## src/rtl/dendy_pkg.sv

```systemverilog
// Shared constants and state encoding for the sprite DMA sequencer behind $4014.
package dendy_pkg;

    localparam logic [15:0] DMA_REG = 16'h4014;
    localparam int          OAM_LEN = 256;
    localparam int          CNT_W   = $clog2(OAM_LEN);

    typedef enum logic [2:0] {
        IDLE  = 3'd0,
        HALT  = 3'd1,
        ALIGN = 3'd2,
        READ  = 3'd3,
        WRITE = 3'd4
    } dma_state_t;

endpackage

```

## src/rtl/oam_dma_ctrl_if.sv

```systemverilog
// Bus bundle between the CPU core, the PRG read port and the PPU OAM write port.
interface oam_dma_ctrl_if;

    logic [15:0] cpu_a;
    logic [7:0]  cpu_o;
    logic        cpu_w;
    logic [7:0]  oam_start;
    logic        rdy;
    logic        busy;
    logic [15:0] dma_a;
    logic        dma_r;
    logic [7:0]  dma_i;
    logic [7:0]  oam_a;
    logic [7:0]  oam_d;
    logic        oam_w;

    modport master (
        input  cpu_a, cpu_o, cpu_w, oam_start, dma_i,
        output rdy, busy, dma_a, dma_r, oam_a, oam_d, oam_w
    );

    modport slave (
        output cpu_a, cpu_o, cpu_w, oam_start, dma_i,
        input  rdy, busy, dma_a, dma_r, oam_a, oam_d, oam_w
    );

endinterface

```

## src/rtl/oam_dma_ctrl.sv

```systemverilog
// Sprite DMA: halts the CPU and copies one 256-byte PRG page into OAM, one step per ce.
//
// state | meaning
// IDLE  | CPU owns the bus, waiting for a write to DMA_REG
// HALT  | first stalled cycle, CPU finishing its current access
// ALIGN | extra dummy cycle so reads land on a get (phase=0) cycle
// READ  | PRG read of {page, cnt}
// WRITE | data from the previous read goes to OAM, counters advance
module oam_dma_ctrl
    import dendy_pkg::*;
(
    input  logic          clock25,
    input  logic          reset,
    input  logic          ce,
    oam_dma_ctrl_if.master bus
);

    dma_state_t       state;
    dma_state_t       state_nxt;
    logic             phase;
    logic [7:0]       page;
    logic [CNT_W-1:0] cnt;
    logic [7:0]       oam_a_q;
    logic             trigger;
    logic             last_byte;

    // Only IDLE accepts a trigger, so a write to DMA_REG while busy cannot restart or re-page.
    assign trigger   = (state == IDLE) && ce && bus.cpu_w && (bus.cpu_a == DMA_REG);
    assign last_byte = (cnt == CNT_W'(OAM_LEN - 1));

    always_ff @(posedge clock25) begin
        if (reset) begin
            state   <= IDLE;
            phase   <= 1'b0;
            page    <= '0;
            cnt     <= '0;
            oam_a_q <= '0;
        end else if (ce) begin
            phase <= ~phase;
            state <= state_nxt;
            if (trigger) begin
                page    <= bus.cpu_o;
                oam_a_q <= bus.oam_start;
                cnt     <= '0;
            end else if (state == WRITE) begin
                oam_a_q <= oam_a_q + 8'd1;
                cnt     <= cnt + CNT_W'(1);
            end
        end
    end

    always_comb begin
        state_nxt = state;
        case (state)
            IDLE:    if (trigger) state_nxt = HALT;
            // phase flips on this ce; go straight to READ when the next cycle is a get cycle
            HALT:    state_nxt = phase ? READ : ALIGN;
            ALIGN:   state_nxt = READ;
            READ:    state_nxt = WRITE;
            WRITE:   state_nxt = last_byte ? IDLE : READ;
            default: state_nxt = IDLE;
        endcase
    end

    always_comb begin
        bus.rdy   = 1'b1;
        bus.busy  = 1'b0;
        bus.dma_r = 1'b0;
        bus.oam_w = 1'b0;
        bus.oam_d = '0;
        if (state != IDLE) begin
            bus.rdy  = 1'b0;
            bus.busy = 1'b1;
        end
        // strobes are also masked by reset so an aborted transfer leaves OAM untouched on that clock
        if (state == READ) begin
            bus.dma_r = ce && !reset;
        end
        if (state == WRITE) begin
            bus.oam_w = ce && !reset;
            bus.oam_d = bus.dma_i;
        end
    end

    assign bus.dma_a = {page, cnt};
    assign bus.oam_a = oam_a_q;

endmodule

```

## src/flat_wrapper.sv

```systemverilog
// flat-port wrapper written by rule: the top's interface ports become plain ports
module oam_dma_ctrl_flat import dendy_pkg::*;
  (clock25, reset, ce, bus_cpu_a, bus_cpu_o, bus_cpu_w, bus_oam_start, bus_dma_i, bus_rdy, bus_busy, bus_dma_a, bus_dma_r, bus_oam_a, bus_oam_d, bus_oam_w);
  oam_dma_ctrl_if bus_i ();
  input  logic clock25;
  input  logic reset;
  input  logic ce;
  input wire logic [$bits(bus_i.cpu_a)-1:0] bus_cpu_a;
  input wire logic [$bits(bus_i.cpu_o)-1:0] bus_cpu_o;
  input wire logic [$bits(bus_i.cpu_w)-1:0] bus_cpu_w;
  input wire logic [$bits(bus_i.oam_start)-1:0] bus_oam_start;
  input wire logic [$bits(bus_i.dma_i)-1:0] bus_dma_i;
  output wire logic [$bits(bus_i.rdy)-1:0] bus_rdy;
  output wire logic [$bits(bus_i.busy)-1:0] bus_busy;
  output wire logic [$bits(bus_i.dma_a)-1:0] bus_dma_a;
  output wire logic [$bits(bus_i.dma_r)-1:0] bus_dma_r;
  output wire logic [$bits(bus_i.oam_a)-1:0] bus_oam_a;
  output wire logic [$bits(bus_i.oam_d)-1:0] bus_oam_d;
  output wire logic [$bits(bus_i.oam_w)-1:0] bus_oam_w;
  assign bus_i.cpu_a = bus_cpu_a;
  assign bus_i.cpu_o = bus_cpu_o;
  assign bus_i.cpu_w = bus_cpu_w;
  assign bus_i.oam_start = bus_oam_start;
  assign bus_i.dma_i = bus_dma_i;
  assign bus_rdy = bus_i.rdy;
  assign bus_busy = bus_i.busy;
  assign bus_dma_a = bus_i.dma_a;
  assign bus_dma_r = bus_i.dma_r;
  assign bus_oam_a = bus_i.oam_a;
  assign bus_oam_d = bus_i.oam_d;
  assign bus_oam_w = bus_i.oam_w;
  oam_dma_ctrl u_core (.clock25(clock25), .reset(reset), .ce(ce), .bus(bus_i));
endmodule
```

## config.mk

```make
export PLATFORM = sky130hd
export DESIGN_NAME = oam_dma_ctrl_flat
export DESIGN_NICKNAME = d
export VERILOG_FILES = /design/src/rtl/dendy_pkg.sv /design/src/rtl/oam_dma_ctrl_if.sv /design/src/rtl/oam_dma_ctrl.sv /design/src/flat_wrapper.sv
export SDC_FILE = /design/constraint.sdc
export NUM_CORES = 1
export LEC_CHECK = 0
export CAP_MARGIN = 20
export CORE_MARGIN = 2
export CORE_UTILIZATION = 36
export CTS_CLUSTER_DIAMETER = 200
export CTS_CLUSTER_SIZE = 24
export DETAILED_ROUTE_END_ITERATION = 8
export PLACE_DENSITY = 0.78
export SETUP_SLACK_MARGIN = 0.3
export SYNTH_ARGS = -nofsm -noshare
export SYNTH_HDL_FRONTEND = slang
export SYNTH_SLANG_ARGS = --single-unit
```

## constraint.sdc

```tcl
create_clock -name clock25 -period 1.9 [get_ports clock25]
set_input_delay 0.57 -clock clock25 [delete_from_list [all_inputs] [get_ports clock25]]
set_output_delay 0.57 -clock clock25 [all_outputs]
set_load 0.01 [all_outputs]
```

==> results.json, run 1 <==
{
  "outcome": "complete, but fails checks",
  "violations": "negative setup slack",
  "crit_family": "flip-flops",
  "final_area_um2": 3540,
  "layout-drive-gt1-share": 0.489,
  "port_buffers": 79,
  "min_period_ns": 1.96,
  "worst-setup-path-type": "reg2out",
  "antenna_cells": 0,
  "numCtsBuffers": 3,
  "hold_viol_final": 0,
  "crit_path_frequent_cell": "buf_6",
  "syn_nets": 254,
  "hold_path_class": "reg2reg",
  "clock_latency_ns": 0.29,
  "grt_setup_unrepaired": "yes",
  "synthAdderAreaFrac": 0.0154,
  "fin_nets": 372,
  "synth_mux_area_frac": 0,
  "grt.overflow.total": 0,
  "coreArea_um2": 4350,
  "synth_simple_gate_area_frac": 0.310,
  "die_w_um": 71.2,
  "routed_wl_mm": 8.32,
  "finClkSkew_ns": 0.00171,
  "async_reset_ff_frac": 0,
  "cellPowerDensity_nw_per_um2": 360,
  "path_cells": "nor3b_4 > buf_6 > buf_12 > and2_4 > buf_6",
  "maxSlewHeadroom": 0.752,
  "worst_ir_drop_vdd_mv": 0.254,
  "worst_pin_slew_ns": 0.368,
  "row_count": 24,
  "synth_area_per_cell_um2": 7.83,
  "via_per_inst": 6.47,
  "area_growth_pct": 117,
  "synth-compound-area-share": 0.268,
  "drv_slew": 0,
  "p_leak_nw": 1.37,
  "drc": 0,
  "fin_cells": 377,
  "vias": 2439,
  "syn_area_um2": 1630,
  "dr.pass1.iters": 5,
  "worstPathArrival_ns": 1.39,
  "grt_max_degree": 18,
  "path_clk_slew_ns": 0.11,
  "placed_cells": 352,
  "cts-hold-fix-buffers": 0,
  "p_seq_frac": 0.457,
  "grt_pass1_vias": 2312,
  "htreeDepth": 1,
  "ys_seq_area_frac": 0.344,
  "final_common_cell": "dlygate4sd2_1",
  "synth-xor-area-share": 0.00538,
  "grt_pass1_wl_mm": 11.4,
  "ys.flop_type": "dfxtp_1",
  "start_util": 0.374,
  "antenna_found_initial": 0,
  "p_comb_frac": 0.152,
  "fmaxAchievable_mhz": 510,
  "finalCritPeriodShare": 1.03,
  "grt_use_total": 0.281,
  "critPathMaxStageDelay_ns": 0.38,
  "num_io_pins": 80,
  "layout_common_cells": "dlygate4sd2_1 (35), buf_6 (33), clkdlybuf4s50_1 (27)",
  "slowest_stage": "dfxtp_2",
  "endpoint_kind": "primary output",
  "ys_warn_count": 0,
  "crit_required_ns": 1.33,
  "fin_hold_ws_ns": 0.478,
  "cts_root_buf": "clkbuf_8",
  "fp.dieH_um": 71.2,
  "drv_cap": 0,
  "synth_top_family_by_area": "simple AND/OR/NAND/NOR gates",
  "cts_tree": "yes",
  "wl_per_cell_um": 22.1,
  "globalplace.congestion": 0.839,
  "p_sw_w": 0.000299,
  "first_iter_violations": 412,
  "cp_max_fo": 5,
  "switching_share": 0.235,
  "final_antenna_net_count": 0,
  "synth.distinct_cells": 42,
  "worst_slack_ns": -0.0626,
  "placed_cell_area_um2": 2810,
  "synth-seq-cells": 28,
  "final-setup-viol-count": 10,
  "clockBufferDepth": 2,
  "fillers": 250,
  "synthCells": 208,
  "cp.buffers_inverters": 3,
  "startpoint_type": "flop",
  "dp_hpwl_mm": 4.12,
  "p_clk_frac": 0.391,
  "cts.sinks": 28,
  "synth-edff-count": 0,
  "p_int_w": 0.000976,
  "dieArea_um2": 5080
}
==> state kept, by name, summed over array words and instances (netlist names) <==
register          count
u_core.bus.oam_a      8
u_core.cnt            8
u_core.page           8
u_core.phase          1
u_core.state          3
==> per-layer routing <==
metal,global-route usage,part of all wire,vias up
li1,-,-,1034
met1,0.340,0.37,1166
met2,0.491,0.48,196
met3,0.0450,0.10,43
met4,0.119,0.044,0
met5,0,0,-
==> cells in the mapped netlist (3+ instances only) <==
master | number | area, µm²
a211oi_1 | 3 | 22.5
a21oi_1 | 19 | 95.1
a311oi_1 | 6 | 52.6
a31oi_1 | 9 | 56.3
and2_1 | 9 | 56.3
and3_1 | 3 | 18.8
and4_1 | 3 | 26.3
buf_2 | 5 | 25.0
clkbuf_1 | 12 | 45.0
dfxtp_1 | 28 | 561
inv_1 | 4 | 15.0
nand2_1 | 13 | 48.8
nand2b_1 | 3 | 18.8
nand3_1 | 15 | 75.1
nand4_1 | 11 | 68.8
nor2_1 | 9 | 33.8
o211ai_1 | 6 | 45.0
o21ai_0 | 14 | 70.1
o221ai_1 | 3 | 26.3
or3_1 | 3 | 18.8
or4_1 | 3 | 22.5
==> through the flow <==
stage           util  setup WS, ns  power, W  setup TNS, ns
3_3_place_gp   0.646        -0.678  0.000763         -16.75
2_1_floorplan      -         0.206  0.000654              0
6_report       0.812       -0.0626   0.00128         -0.562
5_1_grt        0.812        -0.106   0.00131          -1.05
4_1_cts        0.763       -0.0167   0.00125         -0.105
3_5_place_dp   0.646        -0.720  0.000766         -18.43
==> final cells by class <==
type	instances	area, µm²	share of cell area
Tap cell	52	65.1	0.0184
Timing Repair Buffer	131	1350	0.382
Clock inverter	1	30.0	0.00849
Clock buffer	3	41.3	0.0117
Sequential cell	28	593	0.168
Inverter	4	18.8	0.00531
Multi-Input combinational cell	158	1440	0.406
==> power by group through the flow <==
stage / logic, W / clock network (W) / registers (W)
global placement: 0.000162 / 0 / 0.000601
global route: 0.000201 / 0.000521 / 0.000583
finish: 0.000194 / 0.000498 / 0.000583
CTS: 0.000180 / 0.000488 / 0.000583
floorplan: 0.0000529 / 0 / 0.000601
detailed placement: 0.000165 / 0 / 0.000601
==> worst reg2reg max path, cell delays in order (launching register included) <==
cell     delay, ns
dfxtp_4       0.38
buf_6         0.12
buf_6         0.12
or3b_4        0.39
or2_4         0.26
or4_4         0.42
a31oi_1       0.20
==> worst paths after layout <==
path                   start        endpoint  cells after the start  slack [ns]
min reg2reg   u_core.page[4]  u_core.page[4]                      2        0.48
min           u_core.page[4]  u_core.page[4]                      2        0.48
max reg2reg  u_core.state[1]   u_core.cnt[7]                      6       -0.06
max          u_core.state[0]    bus_oam_d[4]                      5       -0.06
==> cells by family (layout without fill, tap and decap cells) <==
group,count (synthesis),count (layout)
AOI/OAI and AO/OA,68,68
xor gates and xnor gates,1,1
adders and majority gates,2,2
DFF,28,28
buffers and inverters,22,139
and+or+nand+nor,87,87
==> timing repair <==
item,CTS,global route
setup buffers,12,4
gates cloned,5,0
pin swaps,48,25
gates resized for setup,193,46
endpoints found under the setup margin,64,40
(Power assumes the default switching activity.)
==> inputs of run 2 (changes only) <==
--- a/config.mk
+++ b/config.mk
@@ -7,11 +7,12 @@
 export LEC_CHECK = 0
 export CAP_MARGIN = 20
 export CORE_MARGIN = 2
-export CORE_UTILIZATION = 36
+export CORE_UTILIZATION = 56
 export CTS_CLUSTER_DIAMETER = 200
 export CTS_CLUSTER_SIZE = 24
 export DETAILED_ROUTE_END_ITERATION = 8
-export PLACE_DENSITY = 0.78
+export DONT_BUFFER_PORTS = 1
+export PLACE_DENSITY = 0.76
 export SETUP_SLACK_MARGIN = 0.3
 export SYNTH_ARGS = -nofsm -noshare
 export SYNTH_HDL_FRONTEND = slang
==> run 2 against run 1 <==
- the flow still finishes with violations (negative setup slack)
- non-clock buffer count down 104
- critical endpoint is now bus_oam_d[5]
- largest power group unchanged
- sequential cell count unchanged
- wire length down 36%
- critical path type unchanged
==> results.json, run 2 (same netlist as run 1, synthesis figures left out) <==
{
  "outcome": "complete, but fails checks",
  "violations": "negative setup slack",
  "worst_pin_slew_ns": 0.492,
  "routed_wl_mm": 5.31,
  "worst-setup-path-type": "reg2out",
  "r2r-start": "u_core.state[1]",
  "first_iter_violations": 156,
  "startpoint_type": "flop",
  "area_growth_pct": 37.1,
  "grt_max_degree": 30,
  "cts_tree": "yes",
  "clock_latency_ns": 0.33,
  "grt_setup_unrepaired": "yes",
  "antenna_found_initial": 0,
  "dieArea_um2": 3350,
  "via_per_inst": 7.46,
  "fin_cells": 252,
  "cts_root_buf": "clkbuf_4",
  "antenna_cells": 0,
  "drv_cap": 0,
  "maxSlewHeadroom": 0.672,
  "htreeDepth": 1,
  "cts-hold-fix-buffers": 0,
  "grt_pass1_wl_mm": 7.91,
  "crit_start": "u_core.state[1]",
  "final_area_um2": 2230,
  "vias": 1879,
  "start_util": 0.590,
  "final_antenna_net_count": 0,
  "grt.overflow.total": 0,
  "min_period_ns": 1.91,
  "fillers": 165,
  "fp.dieH_um": 57.9,
  "crit_path_frequent_cell": "buf_6",
  "cp_max_fo": 5,
  "endpoint_kind": "primary output",
  "path_cells": "nor3b_4 > buf_6 > buf_6 > and2_4",
  "p_leak_nw": 0.714,
  "clockBufferDepth": 2,
  "num_io_pins": 80,
  "worst_slack_ns": -0.00915,
  "cellPowerDensity_nw_per_um2": 457,
  "critPathMaxStageDelay_ns": 0.40,
  "placed_cells": 233,
  "row_count": 19,
  "placed_cell_area_um2": 1830,
  "layout-drive-gt1-share": 0.394,
  "drc": 0,
  "die_w_um": 57.9,
  "fmaxAchievable_mhz": 524,
  "coreArea_um2": 2760,
  "slowest_stage": "dfxtp_4",
  "drv_slew": 0,
  "hold_path_startpoint": "reset",
  "numCtsBuffers": 3,
  "dp_hpwl_mm": 3.36,
  "grt_use_total": 0.304,
  "finalCritPeriodShare": 1.00,
  "dr.pass1.iters": 4,
  "final_common_cell": "dfxtp_1",
  "crit_family": "flip-flops",
  "hold_viol_final": 0,
  "cts.sinks": 28,
  "fin_nets": 268,
  "path_clk_slew_ns": 0.16,
  "grt_pass1_vias": 1750,
  "finClkSkew_ns": 0.00747,
  "port_buffers": 0,
  "worstPathArrival_ns": 1.34,
  "crit_required_ns": 1.33,
  "globalplace.congestion": 0.865,
  "hold_path_class": "in2reg",
  "wl_per_cell_um": 21.1,
  "cp.buffers_inverters": 2,
  "final-setup-viol-count": 5,
  "worst_ir_drop_vdd_mv": 0.503,
  "layout_common_cells": "dfxtp_1 (25), a21oi_1 (19), buf_6 (14)"
}
[run 2: cell types whose count changed in the layout (fill, tap and decap cells not counted), sizes merged, moves of 2 or more]
cell	delta
clkbuf	-2
dlygate4sd2	-35
clkdlybuf4s50	-27
buf	-37
clkdlybuf4s15	-2
[run 2: path summary, 6_finish.rpt]
path                          end  slack (ns)  cells after the start
setup / recovery     bus_oam_d[5]      -0.009                      4
hold / removal    u_core.state[1]        0.28                      1
setup reg to reg    u_core.cnt[7]        0.08                      5
hold reg to reg    u_core.page[0]        0.51                      2
[run 2: through the flow]
step                      hold slack [ns]   util  power, W  worst slack, ns  setup TNS, ns
after floorplan                     0.485      -  0.000654            0.206              0
after global placement              0.505  0.663  0.000633            0.203              0
after detailed placement            0.508  0.663  0.000635            0.114              0
after CTS                           0.266  0.760   0.00103          0.00397              0
after global routing                0.256  0.809   0.00105          -0.0423         -0.307
final                               0.283  0.809   0.00102         -0.00915        -0.0374
[run 2: where the power goes]
| part | internal (W) | leakage [nW] | total (W) | switching [W] |
|---|---|---|---|---|
| Clock | 0.000213 | 0.0279 | 0.000397 | 0.000184 |
| Combinational | 0.0000181 | 0.458 | 0.0000367 | 0.0000186 |
| Sequential | 0.000585 | 0.228 | 0.000587 | 0.00000171 |
| Total | 0.000817 | 0.714 | 0.00102 | 0.000204 |
[run 2: cell type report]
cell class / instances / area (µm²) / area share
tap: 31 / 38.8 / 0.0174
inverter: 4 / 17.5 / 0.00785
timing repair buffer: 27 / 283 / 0.127
clock buffer: 3 / 22.5 / 0.0101
multi-input combinational: 158 / 1270 / 0.568
sequential: 28 / 572 / 0.256
clock inverter: 1 / 30.0 / 0.0135
[run 2: per-layer routing]
metal / up-vias / share of wire / track usage
met2: 136 / 0.52 / 0.536
met3: 16 / 0.089 / 0.0536
li1: 846 / - / -
met1: 881 / 0.37 / 0.373
met4: 0 / 0.022 / 0.106
met5: - / 0 / 0
[run 2: what timing repair did]
item / CTS / global route
buffers inserted: 10 / 2
endpoints found under the hold margin: 0 / 0
cloned: 3 / 0
gates resized for setup: 43 / 25
pin swaps: 18 / 16
endpoints found under the setup margin: 38 / 38
==> inputs of run 3 (changes only) <==
--- a/config.mk
+++ b/config.mk
@@ -7,12 +7,12 @@
 export LEC_CHECK = 0
 export CAP_MARGIN = 20
 export CORE_MARGIN = 2
-export CORE_UTILIZATION = 56
+export CORE_UTILIZATION = 60
 export CTS_CLUSTER_DIAMETER = 200
 export CTS_CLUSTER_SIZE = 24
 export DETAILED_ROUTE_END_ITERATION = 8
 export DONT_BUFFER_PORTS = 1
-export PLACE_DENSITY = 0.76
+export PLACE_DENSITY = 0.78
 export SETUP_SLACK_MARGIN = 0.3
 export SYNTH_ARGS = -nofsm -noshare
 export SYNTH_HDL_FRONTEND = slang
==> constraint.sdc (replaced) <==
create_clock -name clock25 -period 1.8 [get_ports clock25]
set_input_delay 0.54 -clock clock25 [delete_from_list [all_inputs] [get_ports clock25]]
set_output_delay 0.54 -clock clock25 [all_outputs]
set_load 0.01 [all_outputs]
==> run 3 against run 2 <==
- the run still ends with negative setup slack left
- clock skew rose by 0.0068 ns
- combinational power rose by 24%
- via count rose by 20%
- register-to-register slack got worse by 0.17 ns
- core utilization rose by 15 points
- sequential cell count unchanged
- largest power group unchanged
- sequential power up 5.8%
==> results.json, run 3 (same netlist as run 1, synthesis figures left out) <==
{
  "layout_common_cells": "dfxtp_1 (25), buf_4 (18), a21oi_1 (14)",
  "dr.pass1.iters": 7,
  "clock_latency_ns": 0.38,
  "cts_root_buf": "clkbuf_4",
  "path_clk_slew_ns": 0.19,
  "wl_per_cell_um": 29.6,
  "p_comb_frac": 0.040,
  "hold_viol_final": 0,
  "reg2reg_depth": 7,
  "die_w_um": 56.1,
  "vias": 2260,
  "grt.overflow.total": 0,
  "p_leak_nw": 0.776,
  "endpoint_kind": "primary output",
  "dp_hpwl_mm": 3.16,
  "violations": "negative setup slack",
  "place_ws_ns": 0.0450,
  "row_count": 18,
  "fp.dieH_um": 56.1,
  "rr_endpoint": "u_core.cnt[6]",
  "final_antenna_net_count": 0,
  "layout-drive-gt1-share": 0.440,
  "worst_pin_slew_ns": 0.593,
  "clockBufferDepth": 2,
  "drv_cap": 0,
  "finalCritPeriodShare": 1.10,
  "grt_setup_unrepaired": "yes",
  "placed_cell_area_um2": 1900,
  "numCtsBuffers": 3,
  "worst-setup-path-type": "reg2out",
  "startpoint_type": "flop",
  "worstPathArrival_ns": 1.44,
  "maxSlewHeadroom": 0.604,
  "cts.sinks": 28,
  "drv_slew": 0,
  "cp.buffers_inverters": 1,
  "reg2reg_setup_slack_ns": -0.09,
  "cellPowerDensity_nw_per_um2": 464,
  "critPathMaxStageDelay_ns": 0.41,
  "fin_hold_ws_ns": 0.202,
  "num_io_pins": 80,
  "worst_slack_ns": -0.179,
  "area_growth_pct": 49.0,
  "globalplace.congestion": 0.878,
  "crit_family": "simple AND/OR/NAND/NOR gates",
  "final_area_um2": 2420,
  "coreArea_um2": 2520,
  "fin_nets": 279,
  "final_common_cell": "dfxtp_1",
  "p_seq_frac": 0.551,
  "via_per_inst": 8.63,
  "outcome": "complete, but fails checks",
  "drc": 0,
  "hold_path_class": "in2reg",
  "min_period_ns": 1.98,
  "port_buffers": 0,
  "hold_path_depth": 1,
  "htreeDepth": 1,
  "path_cells": "nor3b_4 > buf_12 > and2_1",
  "routed_wl_mm": 7.75,
  "finClkSkew_ns": 0.0143,
  "hold_path_startpoint": "reset",
  "antenna_found_initial": 0,
  "crit_required_ns": 1.26,
  "p_clk_frac": 0.409,
  "crit_cells": 3,
  "r2r-start": "u_core.state[0]",
  "antenna_cells": 0,
  "p_sw_w": 0.000263,
  "worstHoldEndpoint": "u_core.bus.oam_a[5]",
  "worst_ir_drop_vdd_mv": 0.583,
  "grt_pass1_vias": 1798,
  "cp_max_fo": 10,
  "grt_max_degree": 30,
  "switching_share": 0.234,
  "cts_tree": "yes",
  "dieArea_um2": 3150,
  "grt_pass1_wl_mm": 8.69,
  "p_int_w": 0.000863,
  "fmaxAchievable_mhz": 505,
  "start_util": 0.645,
  "slowest_stage": "dfxtp_4",
  "final.setup.tns_ns": -1.80,
  "grt_use_total": 0.349,
  "final-setup-viol-count": 17,
  "power_w": 0.00113,
  "first_iter_violations": 352
}
==> run 3: cell types whose count changed in the layout (fill, tap and decap cells not counted), moves of 3 or more <==
cell / change
buf_4: +8
o21ai_2: -4
and2_1: +8
nand3_2: +7
a21oi_2: +5
o21ai_4: +3
nand3_1: -6
a21oi_1: -5
and2_4: -8
==> run 3: worst max path at each step <==
stage                         start       endpoint
floorplan           u_core.state[2]  u_core.cnt[7]
global placement    u_core.state[2]  u_core.cnt[7]
detailed placement    bus_cpu_a[13]  u_core.cnt[3]
CTS                 u_core.state[0]      bus_oam_w
global route        u_core.state[0]      bus_oam_w
finish              u_core.state[0]   bus_oam_d[6]
==> run 3: per-layer routing <==
| metal | share of wire | up-vias | track usage | wire length (µm) |
|---|---|---|---|---|
| met5 | 0 | - | 0 | 0 |
| met1 | 0.31 | 1015 | 0.434 | 2430 |
| met3 | 0.14 | 97 | 0.107 | 1070 |
| met4 | 0.11 | 0 | 0.143 | 856 |
| li1 | - | 855 | - | - |
| met2 | 0.44 | 293 | 0.558 | 3400 |
==> run 3: power by group through the flow <==
stage          Combinational (W)  Clock, W  Sequential (W)
6_report               0.0000455  0.000460        0.000621
5_1_grt                0.0000474  0.000477        0.000621
4_1_cts                0.0000377  0.000430        0.000621
3_5_place_dp           0.0000358         0        0.000636
3_3_place_gp           0.0000346         0        0.000636
2_1_floorplan          0.0000582         0        0.000636
==> run 3: what timing repair did <==
| action | CTS | global route |
|---|---|---|
| setup buffers | 16 | 5 |
| pin swaps | 25 | 22 |
| hold buffers | 0 | 0 |
| gates resized for setup | 42 | 27 |
| gates cloned | 2 | 1 |
| endpoints found under the setup margin | 38 | 38 |
==> run 3: layout make-up <==
class	count	area, µm²
Multi-Input combinational cell	158	1320
Sequential cell	28	572
Timing Repair Buffer	38	428
Fill cell	57	97.6
Tap cell	30	37.5
Clock inverter	1	30.0
Clock buffer	3	22.5
Inverter	4	17.5
==> run 3: through the flow <==
stage          std cells   util
5_1_grt              262  0.961
4_1_cts              256  0.885
3_3_place_gp         234  0.754
6_report             262  0.961
3_5_place_dp         234  0.754
2_1_floorplan        208      -
